--- src/rtl/skinny_sbox8_inv_hpc2_1_ctrl.sv ---
// -----------------------------------------------------------------------------
// skinny_sbox8_inv_hpc2_1_ctrl
//
// Masked (two-share, first-order) SKINNY-128 inverse 8-bit S-box.
//
// The inverse S-box is computed as
//   SWAP, MIX, PINV, MIX, PINV, MIX, PINV, MIX
// where SWAP exchanges bits 1 and 2, PINV is the inverse of the forward bit
// permutation, and MIX is the involution
//   x0 ^= NOR(x3, x2);  x4 ^= NOR(x7, x6).
// SWAP and PINV are linear, so they are applied to each share separately.
// Each MIX uses two HPC2 (x NOR y) XOR z gadgets, so the datapath has eight
// gadgets. Gadget k consumes randomness bit r[k] only. Each MIX layer takes
// two cycles, so the latency from the accepting edge to done is 8 cycles.
//
// Ports
//   clk    : clock, rising edge active
//   rst    : asynchronous active-high reset
//   start  : compute request, sampled only while idle (also in the done cycle)
//   si1/si0: input shares (value = si1 ^ si0)
//   r      : 8 bits of fresh randomness, bit k feeds gadget k
//   busy   : high while an operation is in flight
//   done   : one-cycle pulse, bo1/bo0 valid
//   bo1/bo0: output shares (bo1 ^ bo0 = S8_inv(si1 ^ si0))
//
// Configuration
//   SBOX_INV_ZEROIZE_EN : when defined, bo1/bo0 read 8'h00 in every cycle
//   except the done cycle, and the working/gadget registers are cleared on
//   the return to IDLE. When undefined, bo1/bo0 hold the last result.
// -----------------------------------------------------------------------------
module skinny_sbox8_inv_hpc2_1_ctrl (
    input  logic       clk,
    input  logic       rst,
    input  logic       start,
    input  logic [7:0] si1,
    input  logic [7:0] si0,
    input  logic [7:0] r,
    output logic       busy,
    output logic       done,
    output logic [7:0] bo1,
    output logic [7:0] bo0
);

    typedef enum logic {
        IDLE = 1'b0,
        RUN  = 1'b1
    } state_t;

    state_t     state_q, state_d;
    logic [2:0] cnt_q, cnt_d;
    logic       busy_q, busy_d;
    logic       done_q, done_d;
    logic [7:0] bo1_q, bo1_d;
    logic [7:0] bo0_q, bo0_d;

    // Working shares: loaded with the inputs on accept, then overwritten with
    // the output of each MIX layer.
    logic [7:0] s1_q, s1_d;
    logic [7:0] s0_q, s0_d;
    logic [7:0] r_q, r_d;

    // First-stage HPC2 registers, one bit per gadget:
    //   g_r    : Reg[r_k]
    //   g_b1r  : Reg[b1 ^ r_k], cross-domain term used by share 0
    //   g_b0r  : Reg[b0 ^ r_k], cross-domain term used by share 1
    logic [7:0] g_r_q,   g_r_d;
    logic [7:0] g_b1r_q, g_b1r_d;
    logic [7:0] g_b0r_q, g_b0r_d;

    // Combinational layer signals
    logic [1:0] layer;
    logic [2:0] ga, gb;
    logic [7:0] lin1, lin0;
    logic [7:0] mix1, mix0;
    logic       a1_a, a0_a, b1_a, b0_a;
    logic       a1_b, a0_b, b1_b, b0_b;
    logic       c1_a, c0_a, c1_b, c0_b;

    // Exchange bits 1 and 2 (its own inverse).
    function automatic logic [7:0] swap8(input logic [7:0] x);
        return {x[7:3], x[1], x[2], x[0]};
    endfunction

    // Inverse of the forward SKINNY S8 bit permutation.
    function automatic logic [7:0] pinv8(input logic [7:0] x);
        return {x[5], x[4], x[0], x[3], x[1], x[7], x[6], x[2]};
    endfunction

    // Second stage of an order-1 HPC2 AND for output share i:
    //   c_i = a_i b_i ^ (~a_i & Reg[r]) ^ (a_i & Reg[b_j ^ r])
    // The operand a_i and b_i come straight from the working registers,
    // which stay stable across both cycles of a layer.
    function automatic logic hpc2_out(input logic a, input logic b,
                                      input logic rr, input logic bxr);
        return (a & b) ^ (~a & rr) ^ (a & bxr);
    endfunction

    always_comb begin
        // NOTE: every signal assigned here gets a default first, so no path
        // leaves a value unassigned and no latch is inferred.
        state_d = state_q;
        cnt_d   = cnt_q;
        busy_d  = busy_q;
        done_d  = 1'b0;
        s1_d    = s1_q;
        s0_d    = s0_q;
        r_d     = r_q;
        g_r_d   = g_r_q;
        g_b1r_d = g_b1r_q;
        g_b0r_d = g_b0r_q;
`ifdef SBOX_INV_ZEROIZE_EN
        bo1_d   = 8'h00;
        bo0_d   = 8'h00;
`else
        bo1_d   = bo1_q;
        bo0_d   = bo0_q;
`endif

        // Two cycles per layer; gadgets 2L and 2L+1 belong to layer L.
        layer = cnt_q[2:1];
        ga    = {layer, 1'b0};
        gb    = {layer, 1'b1};

        // Linear step in front of the MIX, share by share.
        lin1 = (layer == 2'd0) ? swap8(s1_q) : pinv8(s1_q);
        lin0 = (layer == 2'd0) ? swap8(s0_q) : pinv8(s0_q);

        // NOR(x, y) = (~x) & (~y); a shared value is negated by inverting
        // share 0 only, so the two shares never meet.
        a1_a = lin1[3];
        a0_a = ~lin0[3];
        b1_a = lin1[2];
        b0_a = ~lin0[2];
        a1_b = lin1[7];
        a0_b = ~lin0[7];
        b1_b = lin1[6];
        b0_b = ~lin0[6];

        c1_a = hpc2_out(a1_a, b1_a, g_r_q[ga], g_b0r_q[ga]);
        c0_a = hpc2_out(a0_a, b0_a, g_r_q[ga], g_b1r_q[ga]);
        c1_b = hpc2_out(a1_b, b1_b, g_r_q[gb], g_b0r_q[gb]);
        c0_b = hpc2_out(a0_b, b0_b, g_r_q[gb], g_b1r_q[gb]);

        // The XOR with z is linear and stays within each share.
        mix1    = lin1;
        mix1[0] = lin1[0] ^ c1_a;
        mix1[4] = lin1[4] ^ c1_b;
        mix0    = lin0;
        mix0[0] = lin0[0] ^ c0_a;
        mix0[4] = lin0[4] ^ c0_b;

        case (state_q)
            IDLE: begin
                if (start) begin
                    state_d = RUN;
                    cnt_d   = 3'd0;
                    busy_d  = 1'b1;
                    s1_d    = si1;
                    s0_d    = si0;
                    r_d     = r;
                end
            end

            RUN: begin
                cnt_d = cnt_q + 3'd1;
                if (!cnt_q[0]) begin
                    // First gadget stage: refresh the cross-domain operand.
                    g_r_d[ga]   = r_q[ga];
                    g_b1r_d[ga] = b1_a ^ r_q[ga];
                    g_b0r_d[ga] = b0_a ^ r_q[ga];
                    g_r_d[gb]   = r_q[gb];
                    g_b1r_d[gb] = b1_b ^ r_q[gb];
                    g_b0r_d[gb] = b0_b ^ r_q[gb];
                end else begin
                    // Second gadget stage: commit the layer result.
                    s1_d = mix1;
                    s0_d = mix0;
                end

                if (cnt_q == 3'd7) begin
                    state_d = IDLE;
                    busy_d  = 1'b0;
                    done_d  = 1'b1;
                    bo1_d   = mix1;
                    bo0_d   = mix0;
`ifdef SBOX_INV_ZEROIZE_EN
                    s1_d    = 8'h00;
                    s0_d    = 8'h00;
                    r_d     = 8'h00;
                    g_r_d   = 8'h00;
                    g_b1r_d = 8'h00;
                    g_b0r_d = 8'h00;
`endif
                end
            end

            default: begin
                state_d = IDLE;
                busy_d  = 1'b0;
            end
        endcase
    end

    // NOTE: sequential state uses non-blocking assignments only, so every
    // flop samples the pre-edge value of its _d signal.
    always_ff @(posedge clk or posedge rst) begin
        if (rst) begin
            state_q <= IDLE;
            cnt_q   <= 3'd0;
            busy_q  <= 1'b0;
            done_q  <= 1'b0;
            bo1_q   <= 8'h00;
            bo0_q   <= 8'h00;
            s1_q    <= 8'h00;
            s0_q    <= 8'h00;
            r_q     <= 8'h00;
            g_r_q   <= 8'h00;
            g_b1r_q <= 8'h00;
            g_b0r_q <= 8'h00;
        end else begin
            state_q <= state_d;
            cnt_q   <= cnt_d;
            busy_q  <= busy_d;
            done_q  <= done_d;
            bo1_q   <= bo1_d;
            bo0_q   <= bo0_d;
            s1_q    <= s1_d;
            s0_q    <= s0_d;
            r_q     <= r_d;
            g_r_q   <= g_r_d;
            g_b1r_q <= g_b1r_d;
            g_b0r_q <= g_b0r_d;
        end
    end

    assign busy = busy_q;
    assign done = done_q;
    assign bo1  = bo1_q;
    assign bo0  = bo0_q;

endmodule

--- config.mk ---
export PLATFORM = sky130hd
export DESIGN_NAME = skinny_sbox8_inv_hpc2_1_ctrl
export DESIGN_NICKNAME = d
export VERILOG_FILES = /design/src/rtl/skinny_sbox8_inv_hpc2_1_ctrl.sv
export SDC_FILE = /design/constraint.sdc
export NUM_CORES = 1
export LEC_CHECK = 0
export CORE_ASPECT_RATIO = 1.4
export CORE_MARGIN = 5
export CORE_UTILIZATION = 62
export DETAILED_ROUTE_END_ITERATION = 8
export DONT_BUFFER_PORTS = 1
export PLACE_DENSITY = 0.77
export SLEW_MARGIN = 30
export SYNTH_ARGS = -nofsm -noshare
export SYNTH_HDL_FRONTEND = slang
export SYNTH_SLANG_ARGS = --single-unit
--- constraint.sdc ---
create_clock -name clk -period 3 [get_ports clk]
set_input_delay 0.9 -clock clk [delete_from_list [all_inputs] [get_ports clk]]
set_output_delay 0.9 -clock clk [all_outputs]
set_load 0.02 [all_outputs]
==> impl_metrics.sql <==
INSERT INTO impl_metrics (metric_group, metric, value, unit) VALUES
('status', 'run_status', 'completed', ''),
('setup_path', 'cp.required', '3.27', 'ns'),
('cells_and_area', 'drive_gt1_share', '11.3', '%'),
('sta', 'timing_worst_slew_pin_value', '0.863', 'ns'),
('yosys', 'ys_seq_elements', '70', ''),
('setup_path', 'critical_path.cell_chain', 'mux4_2 -> or3_1 -> a31oi_1 -> xnor2_1 -> mux2i_1 -> a21oi_1', ''),
('place', 'detailedPlacementHpwl', '5.32', 'mm'),
('clocking', 'numClockSinks', '70', ''),
('yosys', 'netlist_area', '0.00340', 'mm²'),
('clocking', 'cts_resized', '0', ''),
('yosys', 'mappedNetlistNets', '374', ''),
('pwr', 'sw_frac_of_total', '43.2', '%'),
('pwr', 'power.density_cell_area', '1380', 'mW/mm²'),
('cells_and_area', 'most_common_library_cell_in_the_layout_ignoring_fill_and_taps', 'sky130_fd_sc_hd__nand2_1', ''),
('yosys', 'synth_async_sr_flop_share', '100', '%'),
('floorplanning', 'dieArea', '0.00709', 'mm²'),
('setup_path', 'worst_ep_arrival_time', '2.55', 'ns'),
('yosys', 'synth_top_flop_cell', 'sky130_fd_sc_hd__dfrtp_1', ''),
('sta', 'number_of_pins_exceeding_their_max_slew_limit_in_the_final_report', '0', ''),
('routing', 'drt-initial-drc-count', '267', ''),
('global_routing', 'number_of_global_route_vias_before_repair', '2430', ''),
('sta', 'layout_setup_ws', '0.724', 'ns'),
('floorplanning', 'chipHeight', '97.7', 'µm'),
('yosys', 'synth.distinct_cells', '38', ''),
('floorplanning', 'die_x', '72.6', 'µm'),
('yosys', 'synth.largest_area_cell', 'sky130_fd_sc_hd__dfrtp_1', ''),
('sta', 'max-slew-margin-rel', '42.3', '%'),
('pwr', 'share_seq_of_total_power', '39.3', '%'),
('hold_path', 'hold_path.class', 'register to register', ''),
('global_routing', 'grt_usage', '22.6', '%'),
('pwr', 'cell_internal_pwr', '2.88', 'mW'),
('sta', 'fin_tns_setup', '0', 'ns'),
('setup_path', 'critical_path.slowest_cell', 'sky130_fd_sc_hd__dfrtp_1', ''),
('floorplanning', 'placement_rows', '32', ''),
('pwr', 'share_comb_of_total_power', '45.2', '%'),
('place', 'buffers_added_on_ports', '0', ''),
('sta', 'hold_viol_final', '0', ''),
('run', 'maxCapViolations', '0', ''),
('global_routing', 'grt_pass1_wl', '12.2', 'mm'),
('routing', 'average_vias_per_placed_instance', '6.03', ''),
('setup_path', 'worst_setup_path_start_kind', 'register', ''),
('clocking', 'cts_buf_count', '9', ''),
('clocking', 'clk_path_buf_depth', '2', ''),
('setup_path', 'critical_path_peak_fanout', '22', ''),
('yosys', 'syn_area_per_cell', '9.87', 'µm²'),
('setup_path', 'crit_buf_inv', '0', ''),
('cells_and_area', 'area_growth', '7.79', '%'),
('routing', 'remaining_drc_errors', '0', ''),
('yosys', 'synth_edf_count', '0', ''),
('clocking', 'clk_root_buffer_cell', 'sky130_fd_sc_hd__clkbuf_8', ''),
('sta', 'max_clock_freq', '0.439', 'GHz'),
('sta', 'finalSetupViolations', '0', ''),
('pwr', 'ir_drop', '750', 'µV'),
('pwr', 'clock_power_share', '15.5', '%'),
('cells_and_area', 'final_core_utilization', '67.4', '%'),
('yosys', 'synth.yosys.warnings', '0', ''),
('place', 'finalWeightedCongestion', '0.809', ''),
('pwr', 'power.leakage', '1.69', 'nW'),
('yosys', 'synth_largest_type_area_fraction', '51.5', '%'),
('routing', 'antenna_left', '0', ''),
('setup_path', 'critical_path.max_stage_delay', '0.78', 'ns'),
('cells_and_area', 'layout.cells.most_common_list', '75 x sky130_fd_sc_hd__nand2_1, 70 x sky130_fd_sc_hd__dfrtp_1, 50 x sky130_fd_sc_hd__o21ai_0', ''),
('clocking', 'clkSlewWorstSetupHoldPaths', '0.07', 'ns'),
('sta', 'fin_skew', '0.00758', 'ns'),
('sta', 'final.min_clock_period', '2.28', 'ns'),
('yosys', 'gate_count_of_the_mapped_netlist', '345', ''),
('global_routing', 'antenna_found_initial', '0', ''),
('clocking', 'post_cts_setup_buffer_count', '0', ''),
('routing', 'avgRoutedWirePerCell', '17.3', 'µm'),
('setup_path', 'end_kind', 'register', ''),
('cells_and_area', 'number_of_inserted_diodes', '0', '');
## cell type report
| class | instances | area [µm²] |
|---|---|---|
| Fill cell | 427 | 1780 |
| Sequential cell | 70 | 1750 |
| Multi-Input combinational cell | 248 | 1540 |
| Clock buffer | 10 | 128 |
| Tap cell | 68 | 85.1 |
| Clock inverter | 5 | 75.1 |
| Timing Repair Buffer | 8 | 72.6 |
| Inverter | 5 | 18.8 |
## layer usage
metal | vias to the layer above | share of wire [%] | GRT usage (%)
met4 | 0 | 2.9 | 10.2
met2 | 74 | 50 | 35.4
met5 | - | 0 | 0
li1 | 1191 | - | -
met3 | 18 | 6.0 | 5.69
met1 | 1215 | 41 | 29.1
## sequential cells by signal, indices dropped and copies added, names as in the netlist
signal	count
bo0	8
bo1	8
g_b0r_q	8
g_b1r_q	8
g_r_q	8
r_q	8
s0_q	8
s1_q	8
cnt_q	3
busy	1
done	1
state_q	1
## cells in the mapped netlist (2+ instances only)
master,number
sky130_fd_sc_hd__nand2_1,75
sky130_fd_sc_hd__dfrtp_1,70
sky130_fd_sc_hd__o21ai_0,50
sky130_fd_sc_hd__mux2i_1,19
sky130_fd_sc_hd__a21oi_1,18
sky130_fd_sc_hd__clkbuf_1,16
sky130_fd_sc_hd__nor2_1,12
sky130_fd_sc_hd__o22ai_1,9
sky130_fd_sc_hd__mux2_2,8
sky130_fd_sc_hd__xnor2_1,8
sky130_fd_sc_hd__xor2_1,6
sky130_fd_sc_hd__inv_1,5
sky130_fd_sc_hd__nor3b_1,5
sky130_fd_sc_hd__buf_2,4
sky130_fd_sc_hd__mux4_2,4
sky130_fd_sc_hd__nand2b_1,4
sky130_fd_sc_hd__o211ai_1,4
sky130_fd_sc_hd__nand3b_1,3
sky130_fd_sc_hd__a222oi_1,2
sky130_fd_sc_hd__a22o_1,2
sky130_fd_sc_hd__ha_1,2
sky130_fd_sc_hd__nand3_1,2
sky130_fd_sc_hd__nor2b_1,2
## logic make-up after synthesis
family | Yosys count | synth area share (%)
compound gates | 90 | 14.8
xor+xnor | 14 | 3.60
fa+ha+maj | 2 | 0.735
buf+inv | 27 | 3.34
flops | 70 | 51.5
mux | 33 | 12.1
simple gates | 109 | 14.0
## final timing paths
path                       cells after the start  slack (ns)  startpoint       end
setup / recovery                               6        0.72    cnt_q[2]   s0_q[4]
hold / removal                                 2        0.47      r_q[2]    r_q[2]
setup reg to reg                               6        0.72    cnt_q[2]   s0_q[4]
hold reg to reg                                2        0.47      r_q[2]    r_q[2]
max in group asynchronous                      2        1.81         rst  g_r_q[4]
min in group asynchronous                      1        0.54         rst    bo1[3]
## per-stage QoR
stage / area [µm²] / instances / hold slack, ns
floorplan: 3400 / 345 / 0.440
global placement: 3470 / 399 / 0.453
detailed placement: 3470 / 399 / 0.459
CTS: 3670 / 414 / 0.476
global route: 3670 / 414 / 0.503
finish: 3670 / 414 / 0.473
## power groups by stage
stage	sequential, mW	combinational (mW)	clock [mW]
4_1_cts	1.99	2.31	0.805
3_5_place_dp	2.01	2.30	0
3_3_place_gp	1.99	2.22	0
2_1_floorplan	1.78	1.95	0
5_1_grt	2.06	2.60	0.844
6_report	1.99	2.29	0.786
## worst reg2reg max path, delay by kind of cell (launching register included)
| family | cells | cell delay [ns] |
|---|---|---|
| AND/OR/NAND/NOR | 1 | 0.31 |
| flip-flops | 1 | 0.78 |
| XOR/XNOR | 1 | 0.20 |
| multiplexers | 2 | 0.54 |
| AO/OA/AOI/OAI | 2 | 0.37 |
Note: power is estimated with default switching activity, not from simulation.
